==> src/rtl/pipe_reg_mw_skid_pkg.sv <==
// Shared encodings and payload layout for the memory-to-writeback pipeline register.
package pipe_reg_mw_skid_pkg;

    localparam int unsigned MW_XLEN  = 64;
    localparam int unsigned MW_ILEN  = 32;
    localparam int unsigned MW_RD_W  = 5;
    localparam int unsigned MW_SEL_W = 2;

    localparam logic [MW_SEL_W-1:0] WB_VALD_SEL_VALE = 2'd0;
    localparam logic [MW_SEL_W-1:0] WB_VALD_SEL_VALM = 2'd1;
    localparam logic [MW_SEL_W-1:0] WB_VALD_SEL_PC   = 2'd2;

    localparam logic REG_WEN_NO_W = 1'b0;
    localparam logic REG_WEN_W    = 1'b1;

    typedef struct packed {
        logic                wen;
        logic [MW_RD_W-1:0]  rd;
        logic [MW_SEL_W-1:0] sel;
        logic [MW_XLEN-1:0]  val_e;
        logic [MW_XLEN-1:0]  val_m;
        logic [MW_XLEN-1:0]  pc;
        logic [MW_ILEN-1:0]  instr;
        logic [MW_XLEN-1:0]  pre_pc;
    } mw_payload_t;

    localparam int unsigned MW_PAYLOAD_W = $bits(mw_payload_t);

endpackage

==> src/rtl/pipe_reg_mw_skid_skid_buf_2.sv <==
// Generic two-entry skid buffer: main slot drives the output, skid slot absorbs one stalled input.
module skid_buf_2 #(
    parameter int unsigned      W       = 8,
    parameter logic [W-1:0]     RST_VAL = '0
) (
    input  logic         clk,
    input  logic         rst,
    input  logic         flush,
    input  logic         in_valid,
    output logic         in_ready,
    input  logic [W-1:0] in_data,
    input  logic         out_ready,
    output logic         out_valid,
    output logic [W-1:0] out_data
);

    logic         main_valid;
    logic         skid_valid;
    logic [W-1:0] main_data;
    logic [W-1:0] skid_data;
    logic         accept;
    logic         fire;

    assign in_ready  = !skid_valid;
    assign out_valid = main_valid;
    assign out_data  = main_data;
    assign accept    = in_valid & !skid_valid;
    assign fire      = main_valid & out_ready;

    // Flush drops valids only; payload registers keep their last contents.
    always_ff @(posedge clk or posedge rst) begin
        if (rst) begin
            main_valid <= 1'b0;
            skid_valid <= 1'b0;
            main_data  <= RST_VAL;
            skid_data  <= RST_VAL;
        end else if (flush) begin
            main_valid <= 1'b0;
            skid_valid <= 1'b0;
        end else if (!main_valid || fire) begin
            if (skid_valid) begin
                main_valid <= 1'b1;
                main_data  <= skid_data;
                skid_valid <= accept;
                if (accept) begin
                    skid_data <= in_data;
                end
            end else begin
                main_valid <= accept;
                if (accept) begin
                    main_data <= in_data;
                end
            end
        end else if (accept) begin
            skid_valid <= 1'b1;
            skid_data  <= in_data;
        end
    end

endmodule

==> src/rtl/pipe_reg_mw_skid.sv <==
// Memory-to-writeback pipeline register: skid-buffered handshake, x0 write gating,
// commit strobe and a saturating bubble counter.
module pipe_reg_mw_skid
    import pipe_reg_mw_skid_pkg::*;
#(
    parameter int unsigned XLEN  = 64,
    parameter int unsigned ILEN  = 32,
    parameter int unsigned RD_W  = 5,
    parameter int unsigned SEL_W = 2,
    parameter int unsigned CNT_W = 32
) (
    input  logic             clk,
    input  logic             rst,
    input  logic             flush,
    input  logic             in_valid,
    output logic             in_ready,
    input  logic             in_wb_reg_wen,
    input  logic [RD_W-1:0]  in_wb_rd,
    input  logic [SEL_W-1:0] in_wb_valD_sel,
    input  logic [XLEN-1:0]  in_valE,
    input  logic [XLEN-1:0]  in_valM,
    input  logic [XLEN-1:0]  in_pc,
    input  logic [ILEN-1:0]  in_instr,
    input  logic [XLEN-1:0]  in_pre_pc,
    input  logic             out_ready,
    output logic             out_valid,
    output logic             out_wb_reg_wen,
    output logic [RD_W-1:0]  out_wb_rd,
    output logic [SEL_W-1:0] out_wb_valD_sel,
    output logic [XLEN-1:0]  out_valE,
    output logic [XLEN-1:0]  out_valM,
    output logic [XLEN-1:0]  out_pc,
    output logic [ILEN-1:0]  out_instr,
    output logic [XLEN-1:0]  out_pre_pc,
    output logic             out_commit,
    output logic [CNT_W-1:0] bubble_cnt
);

    localparam int unsigned LOW_W = 4 * XLEN + ILEN;
    localparam int unsigned PW    = 1 + RD_W + SEL_W + LOW_W;
    // Reset payload is all zeros except the writeback select, which points at valE.
    localparam logic [PW-1:0] RST_PAYLOAD =
        {1'b0, RD_W'(0), SEL_W'(WB_VALD_SEL_VALE), LOW_W'(0)};

    logic [PW-1:0] in_payload;
    logic [PW-1:0] main_payload;
    logic          main_wen;

    assign in_payload = {in_wb_reg_wen, in_wb_rd, in_wb_valD_sel,
                         in_valE, in_valM, in_pc, in_instr, in_pre_pc};

    skid_buf_2 #(
        .W       (PW),
        .RST_VAL (RST_PAYLOAD)
    ) u_skid (
        .clk       (clk),
        .rst       (rst),
        .flush     (flush),
        .in_valid  (in_valid),
        .in_ready  (in_ready),
        .in_data   (in_payload),
        .out_ready (out_ready),
        .out_valid (out_valid),
        .out_data  (main_payload)
    );

    assign {main_wen, out_wb_rd, out_wb_valD_sel,
            out_valE, out_valM, out_pc, out_instr, out_pre_pc} = main_payload;

    assign out_wb_reg_wen = (main_wen == REG_WEN_W) & out_valid & (out_wb_rd != RD_W'(0));
    assign out_commit     = out_valid & out_ready;

    // Saturating count of empty output cycles; flush leaves it alone.
    always_ff @(posedge clk or posedge rst) begin
        if (rst) begin
            bubble_cnt <= '0;
        end else if (!out_valid && (bubble_cnt != {CNT_W{1'b1}})) begin
            bubble_cnt <= bubble_cnt + CNT_W'(1);
        end
    end

endmodule

==> config.mk <==
export PLATFORM = sky130hd
export DESIGN_NAME = pipe_reg_mw_skid
export DESIGN_NICKNAME = d
export VERILOG_FILES = /design/src/rtl/pipe_reg_mw_skid_pkg.sv /design/src/rtl/pipe_reg_mw_skid_skid_buf_2.sv /design/src/rtl/pipe_reg_mw_skid.sv
export SDC_FILE = /design/constraint.sdc
export NUM_CORES = 1
export LEC_CHECK = 0
export ABC_AREA = 1
export CAP_MARGIN = 20
export CORE_MARGIN = 4
export CORE_UTILIZATION = 51
export CTS_CLUSTER_SIZE = 16
export DETAILED_ROUTE_END_ITERATION = 8
export PLACE_DENSITY_LB_ADDON = 0.08
export RECOVER_POWER = 50
export SETUP_SLACK_MARGIN = 0.3
export SYNTH_ARGS = -nofsm -noshare
export SYNTH_HDL_FRONTEND = slang
export SYNTH_HIERARCHICAL = 1
export SYNTH_SLANG_ARGS = --single-unit
==> constraint.sdc <==
create_clock -name clk -period 24.4 [get_ports clk]
set_input_delay 4.88 -clock clk [delete_from_list [all_inputs] [get_ports clk]]
set_output_delay 4.88 -clock clk [all_outputs]
set_load 0.02 [all_outputs]
; Yosys cells after proc, flatten, opt, wreduce, memory -nomap -nowiden
; Index checks and enable logic that the tools add are counted.
; W data, S select, Z words.
[classes]
muxes = 12
bitwise = 5
reduce_logical = 10
eq_ne = 2
n_addsub = 1
[ops]
columns = operator, count
row1 = $mux W296, 5
row2 = $add A32 B1 Y32 const B, 1
row3 = $ne A32 B32 Y1 const B, 1
row4 = $mux W1, 7
row5 = $reduce_bool A5 Y1, 1
row6 = $and A1 B1 Y1, 4
row7 = $reduce_bool A2 Y1, 2
row8 = $reduce_and A3 Y1, 1
row9 = $reduce_bool A3 Y1, 1
row10 = $logic_not A1 Y1, 2
row11 = $ne A2 B1 Y1 const B, 1
row12 = $reduce_and A2 Y1, 1
row13 = $logic_and A1 B1 Y1, 1
row14 = $logic_or A1 B1 Y1, 1
row15 = $not A1 Y1, 1
[word_totals]
output_inout_bits = 331
register_bits = 626
input_bits = 301
word_cells = 35

; Logic depth before layout (Yosys ltp)
[logic_depth]
ltp_word = 5
mapped_depth = 11

; Modules after synthesis
; The synthesis kept the hierarchy.
[modules_own_cells]
columns = mod, instances, area_per_inst_um2, seq_area_each_um2, cells_per_inst
row1 = skid_buf_2, 1, 26897.0, 14864.3, 3533
row2 = pipe_reg_mw_skid, 1, 2227.1, 800.8, 361

; Worst setup path before layout
; OpenSTA, ideal clock, no wires.
[synth_path]
kind = input to output
start = input port out_ready
end = output port out_commit
path_buffers = 0
cell_stages = 2
setup_slack_ns = 14.447
t_required_ns = 19.520
arrival_time_ns = 5.073
cell_sequence = nand2_1 > inv_1
[synth_between]
elab_chain_cells = 1
[synth_rtl]
columns = element, line
row1 = start: declaration, pipe_reg_mw_skid.sv:25  ; input logic out_ready,
row2 = $and A1 B1 Y1, pipe_reg_mw_skid.sv:71  ; assign out_commit = out_valid & out_ready;
row3 = end: declaration, pipe_reg_mw_skid.sv:35  ; output logic out_commit,
; Every way passes these cells.

; Worst setup path after layout
[layout_path]
start = input port in_valid
end = register u_skid.skid_data[103]
[layout_between]
elab_chain_cells = 4
[layout_rtl]
columns = element, line
row1 = start: declaration, pipe_reg_mw_skid.sv:15  ; input logic in_valid,
row2 = $and A1 B1 Y1 (*), pipe_reg_mw_skid_skid_buf_2.sv:27  ; assign accept = in_valid & !skid_valid;
row3 = $mux W296 (*), -
row4 = $mux W296, -
row5 = $mux W296 (*), -
row6 = end signal: assignment, pipe_reg_mw_skid_skid_buf_2.sv:46  ; skid_data <= in_data;
row7 = end signal: assignment, pipe_reg_mw_skid_skid_buf_2.sv:56  ; skid_data <= in_data;
row8 = end: declaration, pipe_reg_mw_skid_skid_buf_2.sv:20  ; logic [W-1:0] skid_data;
; Every way passes the cells marked *; elsewhere a longest branch is shown, timed or not. The select of a mux whose other input is x is not followed.
; A chain may end at the register's enable or synchronous reset.

==> run_results.csv <==
group,metric,value,unit
logic_synthesis,synth_top_area_share,53.8,%
final_layout,final_cell_count_no_fill,5177,
clock_network,clk_latency_worst_skew_pair,0.60,ns
final_layout,flow.area_growth_from_synthesis,29.1,%
placed_design,dp_hpwl,60.2,mm
global_route,grt-busiest-layer,"met2",
worst_setup_path,worst-endpoint-arrival,15.90,ns
route,drt.antenna.violating_nets,0,
logic_synthesis,synth_top_area_cell,"sky130_fd_sc_hd__dfrtp_1",
placed_design,dp_worst_setup_slack,13.42,ns
clock_network,htree_levels,3,
global_route,first_pass_grt_wire_length,151,mm
worst_setup_path,timing.reg2reg.worst_path_depth,7,
worst_setup_path,timing.critical_path.fanout_max,224,
timing,worst_pin_slew,11.14,ns
timing,setup_viol,0,
flow_run,count_of_max_cap_constraint_violations,7,
global_route,grt_max_degree,225,
route,detail_route.vias_per_cell,5.28,
global_route,grt_overflow_total,0,
timing,report.final.hold_viol_count,0,
hold_path,hold_path_class,"flip-flop to flip-flop",
timing,drv_slew,567,
route,dr.first_iter.drc_count,2610,
route,post_drt_wl_per_cell,19.0,µm
clock_network,root_cell_of_the_clock_tree,"sky130_fd_sc_hd__clkbuf_16",
timing,relative_max_transition_margin,-643,%
floorplanning,start_util,51.6,%
final_layout,drive_gt1_share,3.05,%
global_route,via_count_of_the_first_global_routing_pass,25600,
logic_synthesis,count_of_unique_library_cells_instantiated_by_yosys,23,
power,static-leakage-power,20.0,nW
floorplanning,fp.dieH,247,µm
floorplanning,floorplan.rows,87,
final_layout,nets,4663,
floorplanning,ios,632,
logic_synthesis,syn-cell-area,29100,µm²
worst_setup_path,timing.reg2reg.setup_slack,12.29,ns
timing,grt_setup_unrepaired,"no",
clock_network,cts_hold_buffers,0,
logic_synthesis,yosys-top-cells-area,"sky130_fd_sc_hd__dfrtp_1, sky130_fd_sc_hd__nand2_1, sky130_fd_sc_hd__nand3_1",
placed_design,globalplace.congestion,0.944,
clock_network,cts_num_sinks,626,
worst_setup_path,cell_with_the_largest_stage_delay_on_the_worst_path,"sky130_fd_sc_hd__clkbuf_1",
power,total_power_consumption_of_the_routed_design,3.03,mW
power,cellPowerDensity,80.6,nW/µm²
worst_setup_path,critical_path.most_common_cell,"sky130_fd_sc_hd__nand2_1",
timing,fin_worst_skew,0.0127,ns
logic_synthesis,synth.yosys.seq_area_share,53.8,%
final_layout,top_library_cells_by_usage_in_the_layout_fill_and_taps_aside,"sky130_fd_sc_hd__nand2_1, sky130_fd_sc_hd__dfrtp_1, sky130_fd_sc_hd__nand3_1",
floorplanning,die_width,247,µm
clock_network,ctsResizeCount,0,
clock_network,cts_made_buffers,67,
final_layout,layout.cells.most_common,"sky130_fd_sc_hd__nand2_1",
logic_synthesis,mappedNetlistNets,4196,
hold_path,timing.hold.worst_path_depth,2,
global_route,grtUsageMet3,7.66,%
global_route,grt.met1_usage,42.9,%
logic_synthesis,avgSynthCellArea,7.48,µm²
clock_network,post-cts-setup-buffers,0,
floorplanning,core_region_area,56500,µm²
placed_design,port_buffers,631,
status,run_status,"complete, but fails checks",
global_route,antenna_violations_before_repair,30,
worst_setup_path,largest_stage_delay_on_the_critical_path,7.70,ns
clock_network,post_cts_clock_slew_at_the_launch_and_capture_registers_of_the_worst_setup_and_hold_paths,0.06,ns
worst_setup_path,setup.worst_path.start_class,"input port",
placed_design,placed_insts,5048,
final_layout,fin_area,37600,µm²
route,firstDrtPassIters,6,
worst_setup_path,worstPathRequired,24.92,ns
timing,fin_setup_tns,0,ns
clock_network,clockBufferDepth,3,
timing,layout_setup_ws,9.02,ns
timing,final.period_utilization,63.0,%
logic_synthesis,ys_ff_latch,626,
status,failing_checks,"max-capacitance violations, max-slew violations",
logic_synthesis,synth.yosys.warnings,6,
worst_setup_path,critPathKind,"input port to flip-flop",
global_route,grt_util_all_layers,31.3,%
global_route,global_route.usage.met2,48.4,%
timing,max_clk_rate,0.0650,GHz
floorplanning,fp.dieArea,61000,µm²
clock_network,tritoncts,"yes",
route,drc_viols,0,
placed_design,placement.cell_area,35500,µm²
route,vias,27300,
worst_setup_path,timing.critical_path.cells,"dlygate4sd3_1 > inv_1 > nor2_1 > nand3_1 > clkbuf_1 > buf_4 > nand2_1 > nand2_1",
power,vdd_ir_drop_max,0.0598,mV
route,drt_wl_total,98.2,mm
timing,fin_crit,15.38,ns
worst_setup_path,worst_setup_path_end_kind,"flip-flop",
logic_synthesis,netlist_instances,3894,
-- where the power goes --
group          internal [mW]  total, mW  switching (mW)
sequential              1.24       1.37           0.125
combinational          0.268      0.652           0.384
clock                  0.595       1.01           0.414
total                   2.11       3.03           0.923
-- kinds of logic after synthesis --
kind of cell | Yosys count | synth area share [%]
simple gates | 2955 | 41.1
flops | 626 | 53.8
buf+inv | 296 | 4.64
xor+xnor | 15 | 0.451
compound gates | 1 | 0.0172
fa+ha+maj | 1 | 0.0430
-- final timing paths --
check                                     start                     to
min reg2reg                u_skid/skid_data[74]   u_skid/skid_data[74]
max reg2reg                   u_skid/skid_valid  u_skid/skid_data[103]
max                                    in_valid  u_skid/skid_data[103]
min in group asynchronous                   rst         bubble_cnt[27]
min                        u_skid/skid_data[74]   u_skid/skid_data[74]
max in group asynchronous                   rst  u_skid/skid_data[265]
-- metal layers --
layer	routed length (µm)	part of all wire, %
met5	92	0.094
met4	3370	3.4
met3	8070	8.2
met2	46200	47
met1	40500	41
-- final cells by class --
class                      count  area [µm²]
fill                        4845       18900
sequential                   626       15700
multi-input combinational   2972       12100
timing repair buffer         661        6600
clock buffer                  98        2040
tap                          756         946
inverter                      33         133
clock inverter                 7        88.8
antenna                       24        60.1
-- per-stage QoR --
step | utilization, % | hold WS [ns]
global placement | 62.8 | 0.452
global route | 66.6 | 0.483
detailed placement | 62.9 | 0.458
finish | 66.6 | 0.468
CTS | 66.6 | 0.472
floorplan | - | 0.442
-- synthesized netlist by cell type --
cell	count
sky130_fd_sc_hd__ha_1	1
sky130_fd_sc_hd__xnor2_1	5
sky130_fd_sc_hd__a21oi_1	1
sky130_fd_sc_hd__nand3_1	608
sky130_fd_sc_hd__dfrtp_1	626
sky130_fd_sc_hd__inv_1	30
sky130_fd_sc_hd__nor2_1	54
sky130_fd_sc_hd__xor2_1	10
sky130_fd_sc_hd__nand2_2	4
sky130_fd_sc_hd__nand4_1	1
sky130_fd_sc_hd__buf_1	19
sky130_fd_sc_hd__inv_2	3
sky130_fd_sc_hd__nor3_1	4
sky130_fd_sc_hd__buf_2	166
sky130_fd_sc_hd__buf_4	1
sky130_fd_sc_hd__buf_6	4
sky130_fd_sc_hd__nand3_2	4
sky130_fd_sc_hd__clkbuf_1	73
sky130_fd_sc_hd__nand3b_1	3
sky130_fd_sc_hd__nor2_8	1
sky130_fd_sc_hd__nand2_1	2268
sky130_fd_sc_hd__nor2_2	5
sky130_fd_sc_hd__nor2_4	3
-- state kept, by name (all words and copies together), names as in the netlist --
register	cells
bubble_cnt	32
u_skid/out_data	296
u_skid/out_valid	1
u_skid/skid_data	296
u_skid/skid_valid	1
-- worst max-delay path, delay by kind of cell --
family,cells,cell delay [ns]
buffers and inverters,4,9.90
AND/OR/NAND/NOR,4,0.79
Power figures use the tool's default switching activity.
